## src/rtl/ahb3lite_pkg.sv

```systemverilog
// Shared AHB3-lite encodings, the command-master FSM state type and the
// write-data lane replication helper.
package ahb3lite_pkg;

  localparam logic [1:0] HTRANS_IDLE   = 2'b00;
  localparam logic [1:0] HTRANS_NONSEQ = 2'b10;

  localparam logic [2:0] HSIZE_BYTE  = 3'b000;
  localparam logic [2:0] HSIZE_HWORD = 3'b001;
  localparam logic [2:0] HSIZE_WORD  = 3'b010;

  localparam logic [2:0] HBURST_SINGLE = 3'b000;

  localparam logic HRESP_OKAY  = 1'b0;
  localparam logic HRESP_ERROR = 1'b1;

  typedef enum logic [1:0] {
    ST_IDLE,
    ST_ADDR,
    ST_DATA,
    ST_RESP
  } cmd_state_e;

  // Right-aligned write data is copied onto every byte lane the size can hit,
  // so the slave finds it on whichever lane the address selects.
  function automatic logic [31:0] replicate_wdata(input logic [2:0] size,
                                                  input logic [31:0] data);
    case (size)
      HSIZE_BYTE:  return {4{data[7:0]}};
      HSIZE_HWORD: return {2{data[15:0]}};
      default:     return data;
    endcase
  endfunction

endpackage

```

## src/rtl/ahb3lite_cmd_master.sv

```systemverilog
// Single-outstanding AHB3-lite initiator: valid/ready command in, SINGLE transfer
// on the bus, valid/ready response out. Optional macro AHB3LITE_CMD_MASTER_ALIGN_CHECK_EN.
module ahb3lite_cmd_master
  import ahb3lite_pkg::*;
#(
  parameter int          HADDR_SIZE = 32,
  parameter int          HDATA_SIZE = 32,
  parameter logic [3:0]  HPROT_VAL  = 4'b0011
) (
  input  logic                  CLK,
  input  logic                  RESET,
  input  logic                  cmd_valid,
  output logic                  cmd_ready,
  input  logic                  cmd_write,
  input  logic [HADDR_SIZE-1:0] cmd_addr,
  input  logic [2:0]            cmd_size,
  input  logic [HDATA_SIZE-1:0] cmd_wdata,
  output logic                  rsp_valid,
  input  logic                  rsp_ready,
  output logic [HDATA_SIZE-1:0] rsp_rdata,
  output logic                  rsp_err,
  output logic [HADDR_SIZE-1:0] HADDR,
  output logic                  HWRITE,
  output logic [2:0]            HSIZE,
  output logic [2:0]            HBURST,
  output logic [3:0]            HPROT,
  output logic [1:0]            HTRANS,
  output logic                  HMASTLOCK,
  output logic [HDATA_SIZE-1:0] HWDATA,
  input  logic [HDATA_SIZE-1:0] HRDATA,
  input  logic                  HREADY,
  input  logic                  HRESP
);

  cmd_state_e            state_q, state_d;
  logic [HDATA_SIZE-1:0] wdata_q, wdata_d;
  logic                  err_flag_q, err_flag_d;
  logic                  cmd_ready_d, rsp_valid_d, rsp_err_d;
  logic [HDATA_SIZE-1:0] rsp_rdata_d, hwdata_d;
  logic [HADDR_SIZE-1:0] haddr_d;
  logic                  hwrite_d;
  logic [2:0]            hsize_d;
  logic [1:0]            htrans_d;
  logic                  reject;

  assign HBURST    = HBURST_SINGLE;
  assign HPROT     = HPROT_VAL;
  assign HMASTLOCK = 1'b0;

`ifdef AHB3LITE_CMD_MASTER_ALIGN_CHECK_EN
  assign reject = (cmd_size > HSIZE_WORD)
               || (cmd_size == HSIZE_HWORD && cmd_addr[0])
               || (cmd_size == HSIZE_WORD  && cmd_addr[1:0] != 2'b00);
`else
  assign reject = (cmd_size > HSIZE_WORD);
`endif

  always_comb begin
    // NOTE: every variable gets a hold value first so no path leaves it unassigned (no latch).
    state_d     = state_q;
    wdata_d     = wdata_q;
    err_flag_d  = err_flag_q;
    cmd_ready_d = cmd_ready;
    rsp_valid_d = rsp_valid;
    rsp_err_d   = rsp_err;
    rsp_rdata_d = rsp_rdata;
    haddr_d     = HADDR;
    hwrite_d    = HWRITE;
    hsize_d     = HSIZE;
    htrans_d    = HTRANS;
    hwdata_d    = HWDATA;

    case (state_q)
      ST_IDLE: begin
        if (cmd_valid && cmd_ready) begin
          cmd_ready_d = 1'b0;
          if (reject) begin
            state_d     = ST_RESP;
            rsp_valid_d = 1'b1;
            rsp_err_d   = 1'b1;
            rsp_rdata_d = '0;
          end else begin
            state_d  = ST_ADDR;
            htrans_d = HTRANS_NONSEQ;
            haddr_d  = cmd_addr;
            hwrite_d = cmd_write;
            hsize_d  = cmd_size;
            wdata_d  = cmd_wdata;
          end
        end
      end
      ST_ADDR: begin
        if (HREADY) begin
          state_d  = ST_DATA;
          htrans_d = HTRANS_IDLE;
          if (HWRITE) hwdata_d = replicate_wdata(HSIZE, wdata_q);
        end
      end
      ST_DATA: begin
        // The first ERROR cycle has HREADY low; remember it for the final cycle.
        if (!HREADY) begin
          if (HRESP == HRESP_ERROR) err_flag_d = 1'b1;
        end else begin
          state_d     = ST_RESP;
          rsp_valid_d = 1'b1;
          rsp_rdata_d = HWRITE ? '0 : HRDATA;
          rsp_err_d   = err_flag_q | (HRESP != HRESP_OKAY);
        end
      end
      ST_RESP: begin
        if (rsp_ready) begin
          state_d     = ST_IDLE;
          rsp_valid_d = 1'b0;
          err_flag_d  = 1'b0;
          cmd_ready_d = 1'b1;
        end
      end
      default: state_d = ST_IDLE;
    endcase
  end

  // NOTE: state registers use non-blocking assignments so all flops update together.
  always_ff @(posedge CLK) begin
    if (RESET) begin
      state_q    <= ST_IDLE;
      wdata_q    <= '0;
      err_flag_q <= 1'b0;
      cmd_ready  <= 1'b1;
      rsp_valid  <= 1'b0;
      rsp_err    <= 1'b0;
      rsp_rdata  <= '0;
      HADDR      <= '0;
      HWRITE     <= 1'b0;
      HSIZE      <= HSIZE_BYTE;
      HTRANS     <= HTRANS_IDLE;
      HWDATA     <= '0;
    end else begin
      state_q    <= state_d;
      wdata_q    <= wdata_d;
      err_flag_q <= err_flag_d;
      cmd_ready  <= cmd_ready_d;
      rsp_valid  <= rsp_valid_d;
      rsp_err    <= rsp_err_d;
      rsp_rdata  <= rsp_rdata_d;
      HADDR      <= haddr_d;
      HWRITE     <= hwrite_d;
      HSIZE      <= hsize_d;
      HTRANS     <= htrans_d;
      HWDATA     <= hwdata_d;
    end
  end

endmodule
```

## config.mk

```make
export PLATFORM = sky130hd
export DESIGN_NAME = ahb3lite_cmd_master
export DESIGN_NICKNAME = d
export VERILOG_FILES = /design/src/rtl/ahb3lite_pkg.sv /design/src/rtl/ahb3lite_cmd_master.sv
export SDC_FILE = /design/constraint.sdc
export NUM_CORES = 1
export LEC_CHECK = 0
export ABC_AREA = 0
export CAP_MARGIN = 0
export CORE_MARGIN = 8
export CORE_UTILIZATION = 44
export CTS_BUF_LIST = sky130_fd_sc_hd__clkbuf_16
export DETAILED_ROUTE_END_ITERATION = 6
export GPL_ROUTABILITY_DRIVEN = 0
export GPL_TIMING_DRIVEN = 0
export PLACE_DENSITY = 0.81
export SYNTH_ARGS = -nofsm -noshare
export SYNTH_HDL_FRONTEND = slang
export SYNTH_SLANG_ARGS = --single-unit
```

## constraint.sdc

```tcl
create_clock -name CLK -period 2 [get_ports CLK]
set_input_delay 0.2 -clock CLK [delete_from_list [all_inputs] [get_ports CLK]]
set_output_delay 0.2 -clock CLK [all_outputs]
set_load 0.05 [all_outputs]
```

==> summary.md <==
| Metric | Value |
|---|---|
| CP max FO | `5` |
| CP Capture Type | `output port` |
| FF+latch area | `0.002784 mm²` |
| Predominant post-synthesis flop cell | `dfxtp_1` |
| Critical path class | `reg2out` |
| Share of layout cells above drive strength 1 | `0.09544` |
| Sink Count | `139` |
| Least-Margin Pin Slew | `0.6278 ns` |
| CTS tree | `yes` |
| Total number of vias | `5399` |
| Share of the synthesized area in the top cell type | `0.4931` |
| Largest net degree at the start of global routing | `17` |
| Total negative slack | `0 ns` |
| Clock root cell | `clkbuf_16` |
| Slowest stage delay, CP | `0.87 ns` |
| Pwr dens | `962.5 mW/mm²` |
| Most common cell after layout, fill and taps aside | `clkdlybuf4s50_1` |
| Setup Buffers After CTS | `0` |
| ANT nets after route | `0` |
| I/O pins | `219` |
| YS warnings | `0` |
| Clock latency on the worst-skew pair | `0.41 ns` |
| Filler instances | `1066` |
| Vias in the first global route | `5495` |
| DP HPWL | `13450 µm` |
| Number of nets in the layout | `1022` |
| # DRC | `0` |
| Required @ worst endpoint | `1.80 ns` |
| Buf/Inv on CP | `1` |
| GRT Residual Overflow | `0` |
| DR WL/cell | `16.28 µm` |
| Overall power | `8.193 mW` |
| 1st-pass router iterations | `4` |
| Final slew viol count | `0` |
| CP Depth | `1` |
| Crit path max-delay family | `buffers and inverters` |
| Area grow syn2layout | `50.84%` |
| Reg2reg path depth | `8` |
| GR met1 Demand/Resource | `0.2478` |
| Cells after Synth | `675` |
| Initial antenna violation count | `0` |
| Hold WC Path Type | `in2reg` |
| Worst Clk Skew | `0.008171 ns` |
| Most frequent cells in the layout | `clkdlybuf4s50_1 (209), nand2_1 (179), dfxtp_1 (138)` |
| Max-slew headroom | `0.5815` |
| Critical-path cell with the highest stage delay | `clkdlybuf4s50_1` |
| FP Rows | `41` |
| Met2 GRT Util | `0.3554` |
| Total Routed Length | `17810 µm` |
| ANT cells | `0` |
| Vias per std cell | `4.935` |
| Mapped Area | `0.005643 mm²` |
| Status | `finished clean` |
| P_leak | `3.042 nW` |
| Final worst-path cycle share | `0.9553` |
| Clk pin slew, worst setup/hold paths | `0.05 ns` |
| H-tree Lvls | `4` |
| Cell taking the most area after synthesis | `dfxtp_1` |
| Critical path startpoint category | `flop` |
| Crit path DAT | `1.71 ns` |
| Core ar. | `0.01257 mm²` |
| Synth Register Bits | `139` |
| Multi-input logic area | `0.002519 mm²` |
| First-pass GRT wire length | `27810 µm` |
| Distinct cells, synth | `43` |
| Share of synthesized registers carrying an async set or reset | `0` |
| Max Freq | `0.5234 GHz` |
| Mapped Avg Cell Area | `8.360 µm²` |
| Gr usage total | `0.2125` |
| Post-Place Worst Slack | `-0.2112 ns` |
| Die height | `129.2 µm` |
| Max_cap viols | `0` |
| Initial core utilization | `0.4490` |
| Die ar. | `0.01670 mm²` |
| WHS Path Cells | `3` |
| Final setup violation count | `0` |
| Input/output buffers | `209` |
| Crit path cell chain | `clkdlybuf4s50_1` |
| Busiest grt layer | `met2` |
| Register area share after synthesis | `0.4931` |
| Peak VDD IR | `0.0006071 V` |
| Fin. Hold Viols | `0` |
| Tmin final | `1.911 ns` |
| Worst-case clock buffer depth | `2` |
| Synth area leaders | `dfxtp_1 (49%), nand2_1 (12%), a21oi_1 (7.8%)` |
| Met3 usage | `0.07231` |
| Post-synth EDFFs | `0` |
| TritonCTS buffer count | `17` |
| DR iter-0 viols | `339` |
| Die Wd | `129.2 µm` |
| Setup ws final | `0.08935 ns` |
worst reg2reg max path, cell delays in order (launching register included):
cell,delay (ns)
dfxtp_1,0.37
inv_2,0.07
ha_1,0.20
buf_6,0.14
nand2b_4,0.15
a221oi_4,0.33
buf_6,0.18
clkbuf_4,0.18
o21ai_0,0.12
cell type report:
type                            count  share of cell area
Buffer                             62             0.04336
Timing Repair Buffer              210              0.2464
Clock buffer                       17             0.04998
Clock inverter                     13             0.01029
Sequential cell                   139              0.3271
Tap cell                          172             0.02528
Multi-Input combinational cell    477              0.2959
Inverter                            4            0.001764
sequential cells by signal, summed over array words and instances (netlist names):
name / count
err_flag_q: 1
HTRANS: 1
HSIZE: 3
rsp_err: 1
wdata_q: 32
state_q: 2
HWRITE: 1
rsp_valid: 1
HWDATA: 32
HADDR: 32
rsp_rdata: 32
cmd_ready: 1
logic make-up after synthesis:
family / after synthesis / share of synthesized area
buffers and inverters: 66 / 0.06763
multiplexers: 17 / 0.03038
AO/OA/AOI/OAI: 164 / 0.1761
other: 2 / 0.001331
flip-flops: 139 / 0.4931
adder cells (fa/ha/maj): 5 / 0.01109
AND/OR/NAND/NOR: 282 / 0.2204
metal layers:
layer / part of all wire / up-vias / wire, µm
met2: 0.49 / 196 / 8660
met3: 0.11 / 17 / 1907
li1: - / 2722 / -
met4: 0.014 / 0 / 241
met5: 0 / - / 0
met1: 0.39 / 2464 / 6999
synthesized netlist by cell type, types with 3 or more instances:
cell	instances
inv_1	3
o211ai_1	9
a211oi_2	9
dfxtp_1	139
o21ai_0	30
ha_1	5
a21oi_1	88
buf_2	16
buf_4	11
nand3_1	35
clkbuf_2	4
o21ai_1	11
buf_6	9
mux2i_1	16
nand2b_1	33
nand2_1	179
clkbuf_1	20
nor2_1	21
a311oi_1	8
metrics by stage:
stage / hold WS, ns / util / instance area [µm²] / std cells
global placement: 0.4402 / 0.6346 / 7976 / 1063
detailed placement: 0.4464 / 0.6346 / 7976 / 1063
CTS: 0.3212 / 0.6764 / 8501 / 1093
finish: 0.3318 / 0.6773 / 8512 / 1094
global route: 0.3372 / 0.6773 / 8512 / 1094
floorplan: 0.3304 / - / 5669 / 682
repair_timing:
item                       CTS  global route
pin swaps                    0             1
hold buffers                 0             0
gates cloned                 0             1
setup endpoints to repair    1            24
gates resized for setup      1             5
power breakdown:
group / switching (mW) / internal, mW / leakage [nW]
combinational: 1.41 / 0.925 / 1.65
clock: 1.09 / 1.65 / 0.263
sequential: 0.141 / 2.97 / 1.12
total: 2.64 / 5.55 / 3.04
worst paths after layout:
check	startpoint	endpoint	slack, ns
setup / recovery	HWRITE	HWRITE	0.09
hold reg to reg	HADDR[28]	HADDR[28]	0.45
setup reg to reg	state_q[0]	rsp_rdata[13]	0.13
hold / removal	cmd_addr[21]	HADDR[21]	0.33
(Power assumes the default switching activity.)
